**config.mk**
```make
export PLATFORM = sky130hd
export DESIGN_NAME = pong_match_sequencer
export DESIGN_NICKNAME = d
export VERILOG_FILES = /design/src/rtl/pong_match_sequencer.sv
export SDC_FILE = /design/constraint.sdc
export NUM_CORES = 1
export LEC_CHECK = 0
export ABC_AREA = 1
export CAP_MARGIN = 20
export CORE_MARGIN = 5
export CORE_UTILIZATION = 30
export CTS_BUF_LIST = sky130_fd_sc_hd__clkbuf_8
export CTS_CLUSTER_DIAMETER = 100
export DETAILED_ROUTE_END_ITERATION = 8
export HOLD_SLACK_MARGIN = 0.06
export SETUP_SLACK_MARGIN = 0.2
export SLEW_MARGIN = 20
export SYNTH_ARGS = -nofsm -noshare
export SYNTH_HDL_FRONTEND = slang
export SYNTH_SLANG_ARGS = --single-unit
```
**constraint.sdc**
```tcl
create_clock -name clk_0 -period 4.1 [get_ports clk_0]
set_input_delay 0.82 -clock clk_0 [delete_from_list [all_inputs] [get_ports clk_0]]
set_output_delay 0.82 -clock clk_0 [all_outputs]
set_load 0.02 [all_outputs]
```
**src/rtl/pong_match_sequencer.sv**
```systemverilog
// Pong match controller: game-phase FSM, point scores and ball datapath gating.
// Every output is registered and computed from the next state, so an input
// sampled at one edge is reflected on the outputs right after that edge.
module pong_match_sequencer #(
  parameter int unsigned MAX_SCORE   = 11,
  parameter int unsigned SAFE_START  = 2_500_000,
  parameter int unsigned SERVE_DELAY = 50_352_112,
  parameter int unsigned CNT_W       = 27
) (
  input  logic       clk_0,
  input  logic       rst,
  input  logic [3:0] btn,
  input  logic       miss_left,
  input  logic       miss_right,
  input  logic       pause_req,
  output logic       spawn_ball,
  output logic       serve_dir,
  output logic       sq_shown,
  output logic       ball_run,
  output logic       game_startup,
  output logic       game_over,
  output logic       paused,
  output logic [3:0] score_p1,
  output logic [3:0] score_p2
);

  localparam int unsigned SCORE_W = 4;

  localparam logic [2:0] ST_STARTUP = 3'd0;
  localparam logic [2:0] ST_SERVE   = 3'd1;
  localparam logic [2:0] ST_PLAY    = 3'd2;
  localparam logic [2:0] ST_PAUSE   = 3'd3;
  localparam logic [2:0] ST_OVER    = 3'd4;

  localparam logic [CNT_W-1:0]   SAFE_CNT   = CNT_W'(SAFE_START);
  localparam logic [CNT_W-1:0]   SERVE_LAST = CNT_W'(SERVE_DELAY - 1);
  localparam logic [CNT_W-1:0]   CNT_ONE    = CNT_W'(1);
  localparam logic [SCORE_W-1:0] MAX_PTS    = SCORE_W'(MAX_SCORE);
  localparam logic [SCORE_W-1:0] PTS_ONE    = SCORE_W'(1);

  logic [2:0]         state, state_nxt;
  logic [CNT_W-1:0]   cnt, cnt_nxt;
  logic               armed, armed_nxt;
  logic [SCORE_W-1:0] p1_nxt, p2_nxt, pts;
  logic               dir_nxt, spawn_nxt;
  logic               shown_nxt, run_nxt, startup_nxt, over_nxt, paused_nxt;

  // State, delay counter, scores and registered outputs.
  always_ff @(posedge clk_0 or negedge rst) begin
    if (!rst) begin
      state        <= ST_STARTUP;
      cnt          <= '0;
      armed        <= 1'b0;
      score_p1     <= '0;
      score_p2     <= '0;
      serve_dir    <= 1'b0;
      spawn_ball   <= 1'b0;
      sq_shown     <= 1'b0;
      ball_run     <= 1'b0;
      game_startup <= 1'b1;
      game_over    <= 1'b0;
      paused       <= 1'b0;
    end else begin
      state        <= state_nxt;
      cnt          <= cnt_nxt;
      armed        <= armed_nxt;
      score_p1     <= p1_nxt;
      score_p2     <= p2_nxt;
      serve_dir    <= dir_nxt;
      spawn_ball   <= spawn_nxt;
      sq_shown     <= shown_nxt;
      ball_run     <= run_nxt;
      game_startup <= startup_nxt;
      game_over    <= over_nxt;
      paused       <= paused_nxt;
    end
  end

  // Next-state, scoring and output decode.
  always_comb begin
    state_nxt = state;
    cnt_nxt   = cnt;
    armed_nxt = armed;
    p1_nxt    = score_p1;
    p2_nxt    = score_p2;
    dir_nxt   = serve_dir;
    spawn_nxt = 1'b0;
    pts       = '0;

    case (state)
      ST_STARTUP: begin
        // Buttons are ignored until the power-on guard has elapsed.
        if (cnt < SAFE_CNT) begin
          cnt_nxt = cnt + CNT_ONE;
        end else if (|btn) begin
          state_nxt = ST_SERVE;
          p1_nxt    = '0;
          p2_nxt    = '0;
          spawn_nxt = 1'b1;
          dir_nxt   = 1'b0;
          cnt_nxt   = '0;
        end
      end

      ST_SERVE: begin
        if (cnt == SERVE_LAST) begin
          state_nxt = ST_PLAY;
          cnt_nxt   = '0;
        end else begin
          cnt_nxt = cnt + CNT_ONE;
        end
      end

      ST_PLAY: begin
        if (miss_right || miss_left) begin
          // A right-wall miss wins when both walls report in the same cycle.
          if (miss_right) begin
            pts     = (score_p1 >= MAX_PTS) ? score_p1 : score_p1 + PTS_ONE;
            p1_nxt  = pts;
            dir_nxt = 1'b1;
          end else begin
            pts     = (score_p2 >= MAX_PTS) ? score_p2 : score_p2 + PTS_ONE;
            p2_nxt  = pts;
            dir_nxt = 1'b0;
          end
          if (pts >= MAX_PTS) begin
            state_nxt = ST_OVER;
            armed_nxt = 1'b0;
          end else begin
            state_nxt = ST_SERVE;
            spawn_nxt = 1'b1;
            cnt_nxt   = '0;
          end
        end else if (pause_req) begin
          state_nxt = ST_PAUSE;
        end
      end

      ST_PAUSE: begin
        if (pause_req) begin
          state_nxt = ST_PLAY;
        end
      end

      ST_OVER: begin
        // A button still held from the final rally must be released first.
        if (!armed) begin
          if (btn == 4'b0000) begin
            armed_nxt = 1'b1;
          end
        end else if (|btn) begin
          state_nxt = ST_SERVE;
          armed_nxt = 1'b0;
          p1_nxt    = '0;
          p2_nxt    = '0;
          spawn_nxt = 1'b1;
          dir_nxt   = 1'b0;
          cnt_nxt   = '0;
        end
      end

      default: begin
        state_nxt = ST_STARTUP;
        cnt_nxt   = '0;
        armed_nxt = 1'b0;
      end
    endcase

    startup_nxt = (state_nxt == ST_STARTUP);
    over_nxt    = (state_nxt == ST_OVER);
    paused_nxt  = (state_nxt == ST_PAUSE);
    run_nxt     = (state_nxt == ST_PLAY);
    shown_nxt   = (state_nxt == ST_PLAY) || (state_nxt == ST_PAUSE);
  end

endmodule

```
Word level (Yosys, flattened, before mapping)
Index checks and enable logic that the tools add are counted.
{"block": "classes", "muxes": 51, "n_bitwise": 2, "magnitude_cmp": 4, "n_addsub": 3, "n_eq_ne": 15, "n_reduce_logical": 13}
{"op": "$mux W27", "n": 6}
{"op": "$pmux W27 S5", "n": 1}
{"op": "$mux W4", "n": 15}
{"op": "$add A27 B1 Y27 const B", "n": 1}
{"op": "$eq A27 B26 Y1 const B", "n": 1}
{"op": "$lt A27 B22 Y1 const B", "n": 1}
{"op": "$mux W3", "n": 8}
{"op": "$pmux W4 S3", "n": 2}
{"op": "$mux W1", "n": 15}
{"op": "$pmux W3 S5", "n": 1}
{"op": "$ne A2 B2 Y1 const B", "n": 7}
{"op": "$eq A3 B2 Y1 const B", "n": 4}
{"op": "$ge A4 B4 Y1 const B", "n": 3}
{"op": "$reduce_and A5 Y1", "n": 2}
{"op": "$pmux W1 S3", "n": 3}
{"op": "$add A4 B1 Y4 const B", "n": 2}
{"op": "$reduce_and A4 Y1", "n": 2}
{"op": "$eq A3 B3 Y1 const B", "n": 2}
{"op": "$logic_not A3 Y1", "n": 2}
{"op": "$logic_not A4 Y1", "n": 1}
{"op": "$reduce_or A4 Y1", "n": 1}
{"op": "$eq A3 B1 Y1 const B", "n": 1}
{"op": "$reduce_and A3 Y1", "n": 1}
{"op": "$reduce_bool A3 Y1", "n": 1}
{"op": "other kinds (3)", "n": 5}
{"block": "word_totals", "out_inout_bits": 15, "input_bits": 9, "register_bits": 46, "wordCells": 100}

Longest topological paths before layout
Gate-level depths: netlist (run 1).
{"block": "logic_depth", "word_depth": 11, "mapped_depth": 16, "depth_no_buf": 15}

Worst setup path before layout (run 1)
Ideal clock, no wire load.
{"block": "synth_path", "path_kind": "input to register", "from": "input port miss_left", "to": "register cnt[0]", "n_path_buf": 1, "t_arrival_ps": 1869, "slack_ps": 2114, "required_ps": 3984, "setup_time_ps": 116, "path_stages": 8, "cell_sequence": "or2_2 nor2_1 nor3_2 nand2_4 inv_6 buf_6 nand2_1 nand2_1"}
{"block": "synth_between", "elab_chain_len": 3}
{"item": "start: declaration", "line": "13", "source": "input logic miss_left,"}
{"item": "$logic_or A1 B1 Y1", "line": "115", "source": "if (miss_right || miss_left) begin"}
{"item": "$ne A2 B2 Y1 (no line)"}
{"item": "$reduce_and A4 Y1 (no line)"}
{"item": "end signal: assignment", "line": "65", "source": "cnt <= cnt_nxt;"}
{"item": "end: declaration", "line": "42", "source": "logic [CNT_W-1:0] cnt, cnt_nxt;"}
No other way between the ends.
A chain may end at the register's enable or synchronous reset.

Worst setup path in the final report (run 1)
{"block": "layout_path", "from": "input port miss_right", "to": "register cnt[22]"}
{"block": "layout_between", "elab_chain_len": 6}
{"item": "start: declaration", "line": "14", "source": "input logic miss_right,"}
{"item": "$mux W4", "line": "117", "source": "if (miss_right) begin"}
{"item": "$mux W4", "line": "115"}
{"item": "$mux W4", "line": "90", "source": "case (state)"}
{"item": "$ge A4 B4 Y1", "line": "126", "source": "if (pts >= MAX_PTS) begin"}
{"item": "$ne A2 B2 Y1 (no line)"}
{"item": "$reduce_and A4 Y1 (no line) *"}
Mark *: on every way between the ends. The rest lies on a longest branch, timed or not. The select of a mux whose other input is x is not followed.

==> out/summary.md, run 1 <==
Across the routed clock network, the largest skew measured is 11.1 ps. The final route contains 3761 vias. The cell that appears most often on the critical path is sky130_fd_sc_hd__nand2_1. Dividing the detail-routed wire length by the instance count gives 11.9 um. Areal power density over the cells: 376 mW/mm^2.

The proportion of synthesized flip-flops having asynchronous set or reset is 1.00, and the worst-path maximum fanout is 28. For the worst setup path, the data required time is 4310 ps. After floorplanning, the core was divided into 41 placement rows. In this run, synthesis produced a sequential element count of 46. The number of stages on the worst setup path is 8, and the setup violation total in the final timing report is 0.

For the I/O pin total, the log shows 24. The number of H-tree branching levels is 2. For the starting utilization of the core area, the log shows 0.305.

For this design, the sink count on the clock tree is 46. Number of cells on the worst reg-to-reg path: 15. Prior to clock tree synthesis, the placed netlist has a worst setup slack of 1330 ps. The beginning of the worst register-to-register path is score_p1[0]. The fraction of layout instances using a drive strength above 1 is 0.0780. In the routed design, unresolved DRC markers number 0. The number of antenna violations at the first check in global routing is 0, and the post-CTS clock slew at the launch and capture registers of the worst setup and hold paths is 100 ps. The relative area change from synthesis to final layout works out to 11.5%. Static timing analysis puts the maximum clock frequency at 0.414 GHz. The post-layout instance count excluding filler cells was 839.

After routing, the total negative slack on setup checks comes to 0 ps. The sum of overflow across all layers after global routing is 0, and the portion of synthesized cell area occupied by the leading cell type is 0.292. On the worst path, the slowest cell contributes a delay of 460 ps. Input and output buffers added on the ports amount to 23. The run gives 0 as the final antenna-violating net count. The critical path starts at miss_right. The kind of critical path is primary input to register. The average via count per standard cell came out at 4.48. The run gives 486 ps as the worst-case hold slack. The post-route worst setup slack is 1680 ps, and the max-slew violation count is 0.

The clock tree buffer depth is 2, and the HPWL reported at the end of detailed placement is 7370 um. Across the run, the number of max-cap violations was 0. The logs give 0.140 for the total routing usage reported by global routing and 0 for the post-CTS resize count. Counting the buffers created by CTS gives 5. The Yosys step of the flow raised 0 warnings. The design draws 1.61 mW.

The tools report the sequential cell area fraction in the yosys report as 0.299. For the number of setup buffers added after CTS, the log shows 0. TritonCTS built the clock tree. The run gives 0 as the final hold violation count. After synthesis, the most frequently instantiated cells are sky130_fd_sc_hd__nand2_1, sky130_fd_sc_hd__nor2_1, sky130_fd_sc_hd__inv_1. The cell area that synthesis handed to floorplanning was 0.00385 sq mm.

The critical path goes through clkdlybuf4s50_1 -> or2_2 -> nor2_1 -> nor3_2 -> nand2_4 -> inv_6 -> nand2_1 -> nand2_1. The post-synthesis cell type with the largest combined area was sky130_fd_sc_hd__dfrtp_1. Setup repair after global routing left no endpoint under its margin. Broken down by cell family, the worst path's largest delay share belongs to simple AND/OR/NAND/NOR gates.

The static power due to leakage was 2.17 nW. The maximum VDD drop was 0.000134 V. From left edge to right edge, the die measures 123 um.

For the worst setup path, the data arrival time is 2630 ps. Post-route fraction of the period consumed by the critical path: 0.590. After the first detailed-routing iteration, the DRC count stood at 260. In this run, distinct cell masters in the synthesized netlist total 39.

The worst hold path was traced through 2 stages. For the placed cell count, the log shows 831. The worst hold path begins at serve_dir.

In this run, synthesis inferred 0 flip-flops with an integrated enable. Entering global routing, the biggest net connects 47 pins. The clock latency of the later-clocked register in the worst-skew pair was 320 ps. The global-route wire length before repair was 17200 um. Routability-driven placement finished with a final weighted congestion of 0.907. The number of hold buffers added after cts came out at 0. Final period demand of the worst path: 2420 ps. The worst-margin pin slew is 746 ps. Commonest register cell after synthesis: sky130_fd_sc_hd__dfrtp_1. The placed instances occupy a cell area of 0.00420 sq mm.

0 antenna diodes ended up in the layout. Among all cell types in the netlist, the one instantiated most often is sky130_fd_sc_hd__nand2_1. The fraction of the core area covered by cells at the end of the flow is 0.340, and the synthesized netlist net count is 656. STA classifies the critical path endpoint as a register. A synthesized cell averages 5.98 sq um.

The number of global-route vias before repair is 3472, and the relative max-transition margin is 0.500. After floorplanning, the core was sized to cover 0.0126 sq mm. For the total iterations of the first detailed-routing run, the log shows 5.

Together, buffers and inverters on the worst path number 2. By area the synthesized netlist is led by sky130_fd_sc_hd__dfrtp_1, sky130_fd_sc_hd__nand2_1, sky130_fd_sc_hd__nor2_1. The tools report the clock tree root driver cell as sky130_fd_sc_hd__clkbuf_8. Overall die area: 0.0152 sq mm. Measured along the y axis, the die boundary spans 123 um.

The path class of the tightest hold or removal check is register to register. The detailed-route wire length came out at 10000 um. The gate count of the mapped netlist came out at 644. Among all stages on the critical path, the largest delay is contributed by sky130_fd_sc_hd__clkdlybuf4s50_1. The number of nets in the layout came out at 678. After routing the design area is 0.00429 sq mm.

The worst setup path is launched from a primary input. The flow ran to the end, and the final reports show no timing, DRC or antenna violations.
[cell usage in the layout, fill, tap and decap left out, types with 4 or more instances in the layout]
cell,instances
sky130_fd_sc_hd__nor2_1,83
sky130_fd_sc_hd__a21oi_1,5
sky130_fd_sc_hd__nor3_1,5
sky130_fd_sc_hd__clkbuf_8,5
sky130_fd_sc_hd__dfrtp_1,45
sky130_fd_sc_hd__buf_4,4
sky130_fd_sc_hd__nand2_1,283
sky130_fd_sc_hd__nand2_2,12
sky130_fd_sc_hd__nand2_4,5
sky130_fd_sc_hd__inv_2,7
sky130_fd_sc_hd__o21ai_0,15
sky130_fd_sc_hd__clkdlybuf4s50_1,22
sky130_fd_sc_hd__nand4_1,6
sky130_fd_sc_hd__xor2_1,11
sky130_fd_sc_hd__inv_1,73
sky130_fd_sc_hd__nand3_1,52
[report_power, final]
group          total (mW)  switching, mW  internal [mW]
clock               0.305          0.184          0.120
combinational       0.612          0.386          0.226
sequential          0.698          0.157          0.541
total                1.61          0.727          0.888
[cell type report]
cell class                 instances  area [sq um]
tap                              172           215
timing repair buffer              27           255
multi-input combinational        504          2270
clock inverter                     3          21.3
clock buffer                       5          68.8
fill                            1432          8330
inverter                          82           313
sequential                        46          1150
[metal layers]
metal  wire, um  track usage
met4         76       0.0249
met3        429       0.0238
met2       4460        0.226
met5          0            0
met1       5040        0.198
[worst min-delay path: stages (launching register included)]
cell and delay (ps):
sky130_fd_sc_hd__dfrtp_1 360, sky130_fd_sc_hd__nand2_1 50, sky130_fd_sc_hd__nand2_1 50
[worst paths after layout]
check                               to  slack (ps)
max in group asynchronous      cnt[24]        3090
min in group asynchronous  score_p1[3]         580
setup / recovery               cnt[22]        1680
hold reg to reg              serve_dir         490
hold / removal               serve_dir         490
setup reg to reg               cnt[22]        1980
[flip-flops by register name, summed over array words and instances, names as in the netlist]
| name | cells |
|---|---|
| spawn_ball | 1 |
| serve_dir | 1 |
| game_over | 1 |
| ball_run | 1 |
| armed | 1 |
| score_p2 | 4 |
| game_startup | 1 |
| cnt | 27 |
| paused | 1 |
| state | 3 |
| sq_shown | 1 |
| score_p1 | 4 |
[logic make-up (layout without fill, tap and decap cells)]
family / Yosys count / after routing / share of synthesized area
adders and majority gates: 3 / 3 / 0.00975
AOI/OAI and AO/OA: 27 / 27 / 0.0370
DFF: 46 / 46 / 0.299
and+or+nand+nor: 463 / 463 / 0.517
xor gates and xnor gates: 11 / 11 / 0.0250
buffers and inverters: 94 / 117 / 0.111
(Power assumes the default switching activity.)
==> run 2: changes to the inputs <==
- clock period: 4.1 -> 2.5 ns (I/O delays scaled with it)
==> run 2 against run 1 <==
Register-to-register slack got worse by 1600 ps. Largest cell class unchanged. First-iteration DRC count increased by 58%. Sequential share of layout area fell by 0.36 points. Utilization is 0.47 points higher. Critical path depth rose by 4. Clock-buffer cell count stayed put. Hold slack worse by 330 ps.
==> out/summary.md, run 2 (same netlist as run 1, synthesis figures left out) <==
The flow ran to the end, and the final reports show no timing, DRC or antenna violations. The final hold violation count was 0 (unchanged). The startpoint kind of the worst setup timing path is a register (was a primary input).

The worst-path maximum fanout is 6 (was 28). Setup repair after global routing left no endpoint under its margin. The total power draw was 2.67 mW (was 1.61 mW). The tools report the capturing element type of the critical path as a register (unchanged).

Final antenna-violating net count: 0 (unchanged). The width of the chip was 123 um (unchanged). The areal power density over the cells is 614 mW/mm^2 (was 376 mW/mm^2). TritonCTS built the clock tree. The tools report the clock latency of the later-clocked register in the worst-skew pair as 310 ps (was 320 ps).

The worst-margin pin slew is 399 ps (was 746 ps). The number of clock sinks came out at 46 (unchanged). The required time of the critical path was 2710 ps (was 4310 ps); the stage delay of the slowest cell on the critical path was 510 ps (was 460 ps). The worst path buffer plus inverter count is 1 (was 2), and the placed cell count is 835 (was 831).

The critical path's slowest cell was sky130_fd_sc_hd__dfrtp_1 (was sky130_fd_sc_hd__clkdlybuf4s50_1). The tools report the number of H-tree branching levels as 2 (unchanged). The register with the most flip-flops was cnt (unchanged).

For the overall die area, the log shows 0.0152 sq mm (unchanged). The clock tree root driver cell is sky130_fd_sc_hd__clkbuf_8 (unchanged). The cell repeated most along the worst path is sky130_fd_sc_hd__nand2_1 (unchanged). The routed design could run at a clock period as short as 2100 ps. The pin count of the biggest net entering global routing was 47 (unchanged).

The launching element of the worst setup path is cnt[0] (was miss_right). Beginning of the worst register-to-register path: cnt[0] (was score_p1[0]). The logs give 0.143 (was 0.140) for the total routing usage reported by global routing and 0.909 (was 0.907) for the routability congestion estimate. The logic gate share of total power is 0.380 (was 0.379), and the total cell area at the placement stage is 0.00426 sq mm (was 0.00420 sq mm). The tools report the sequential share of power as 0.430 (was 0.432). The final cell area excluding filler cells is 0.00435 sq mm (was 0.00429 sq mm).

For this run, the top clock speed supported by timing is 0.477 GHz. Class of the worst hold path: primary input to async pin (was register to register). The switching share of power is 0.451 (was 0.450).

The logs give 0 (unchanged) for the DRC violation count after routing and 7580 um (was 7370 um) for the HPWL reported at the end of detailed placement. Commonest cells after routing, fill and taps aside: sky130_fd_sc_hd__nand2_1, sky130_fd_sc_hd__nor2_1, sky130_fd_sc_hd__inv_1 (unchanged). The detailed-route wire length came out at 10400 um (was 10000 um). The post-route fraction of the period consumed by the critical path was 0.839. The kind of cell adding the most delay to the critical path is simple AND/OR/NAND/NOR gates (unchanged). The reg-to-reg setup timing slack was 400 ps (was 1980 ps); the internal power was 1.47 mW (was 0.888 mW).

The post-placement setup slack is 253 ps (was 1330 ps), and the routed via count is 3813 (was 3761). The logs give 5 (unchanged) for the total iterations of the first detailed-routing run and 682 (was 678) for the number of nets in the layout. The post-CTS resize count is 0 (unchanged), and the number of stages on the worst setup path is 12 (was 8).

The logs give 0 (unchanged) for the sum of overflow across all layers after global routing and 41 (unchanged) for the total number of placement rows. Kind of critical path: register to register (was primary input to register). Accumulated negative setup slack: 0 ps (unchanged). The detailed-route wire length per cell is 12.3 um (was 11.9 um). Top Registers: cnt x27, score_p1 x4, score_p2 x4 (unchanged).

Post-route worst setup slack: 403 ps (was 1680 ps). For the starting utilization of the core area, the log shows 0.305 (unchanged). The number of antenna violations at the first check in global routing was 0 (unchanged). The post-layout instance count excluding filler cells is 843 (was 839). The flip-flop count of the largest register, all copies and words added was 27 (unchanged).

Clock network power share: 0.191 (was 0.189). The relative area change from synthesis to final layout was 13.1% (was 11.5%). Global-route wire length before repair: 17700 um (was 17200 um). The quantity of I/O buffers inserted on ports was 23 (unchanged); the total CTS buffers was 5 (unchanged).

The clock tree skew after final layout came out at 5.56 ps (was 11.1 ps). The run gives 3525 (was 3472) as the number of global-route vias before repair. Ordered list of cells on the worst path: ha_1 -> nand3_2 -> inv_2 -> nand2_2 -> nor2_2 -> nand2_1 -> nor2_1 -> nand2_1 -> nand3_1 -> nand3_1 -> nand2_1 -> nand2_1 (was clkdlybuf4s50_1 -> or2_2 -> nor2_1 -> nor3_2 -> nand2_4 -> inv_6 -> nand2_1 -> nand2_1). The most frequent standard cell in the layout excluding fill and tap cells was sky130_fd_sc_hd__nand2_1 (unchanged).

The clock tree buffer depth came out at 2 (unchanged). The number of violations reported at the end of detailed-routing iteration 0 is 412 (was 260). The run gives 0 (unchanged) as the number of setup buffers added after CTS. The number of maximum-capacitance constraint violations is 0 (unchanged), and the fraction of layout instances using a drive strength above 1 is 0.0835 (was 0.0780).

The I/O pin total is 24 (unchanged), and the number of cells on the worst reg-to-reg path is 12 (was 15). The tools report the relative max-transition margin as 0.734 (was 0.500). The worst reg2reg path endpoint is cnt[26] (was cnt[22]). The capturing instance or port of the critical path was cnt[26] (was cnt[22]). The tools report the worst path arrival time as 2310 ps (was 2630 ps). The die height was 123 um (unchanged). The max-slew violation count came out at 0 (unchanged). The maximum VDD drop is 0.000243 V (was 0.000134 V), and the number of hold buffers added after cts is 0 (unchanged). The post-CTS clock slew at the launch and capture registers of the worst setup and hold paths is 100 ps (about the same). Number of diodes added for antenna fixing: 0 (unchanged). The tools report the core area as 0.0126 sq mm (unchanged). The static power due to leakage was 2.19 nW (was 2.17 nW); the switching power was 1.21 mW (was 0.727 mW). The setup violation total in the final timing report was 0 (unchanged); the average via count per standard cell was 4.52 (was 4.48).
## run 2: layer usage
metal	share of wire	up-vias	wire, um	track usage
met5	0	-	0	0
met4	0.0039	0	40	0.0145
met3	0.052	5	541	0.0188
met2	0.43	86	4500	0.230
met1	0.51	1706	5290	0.212
li1	-	2016	-	-
## run 2: cell type report
class,count,area [sq um]
Multi-Input combinational cell,504,2270
Fill cell,1424,8270
Clock buffer,5,68.8
Timing Repair Buffer,31,310
Clock inverter,3,25.0
Sequential cell,46,1150
Tap cell,172,215
Inverter,82,313
## run 2: worst min-delay path by stage
stage / endpoint / depth (start not counted) / from / slack [ps]
after floorplan: armed / 0 / rst / 200
after global placement: serve_dir / 2 / serve_dir / 460
after detailed placement: serve_dir / 2 / serve_dir / 480
after CTS: score_p2[1] / 2 / rst / 170
after global routing: armed / 2 / rst / 180
final: score_p1[3] / 2 / rst / 160
## run 2: metrics by stage
stage	hold slack [ps]	utilization
finish	159	0.345
global route	185	0.345
CTS	171	0.345
detailed placement	483	0.337
global placement	457	0.337
floorplan	204	-
## run 2: worst register-to-register path: cells and delay by family, from the launching register on
family,cells,cell delay [ps]
DFF,1,510
and+or+nand+nor,10,1100
buffers and inverters,1,150
adders and majority gates,1,250
## run 2: power by group through the flow
stage                     clock network, mW  logic, mW  registers (mW)
final                                 0.510       1.01            1.15
after global routing                  0.550       1.18            1.17
after CTS                             0.522       1.02            1.14
after detailed placement                  0       1.01            1.15
after global placement                    0       1.00            1.16
after floorplan                           0      0.821            1.07
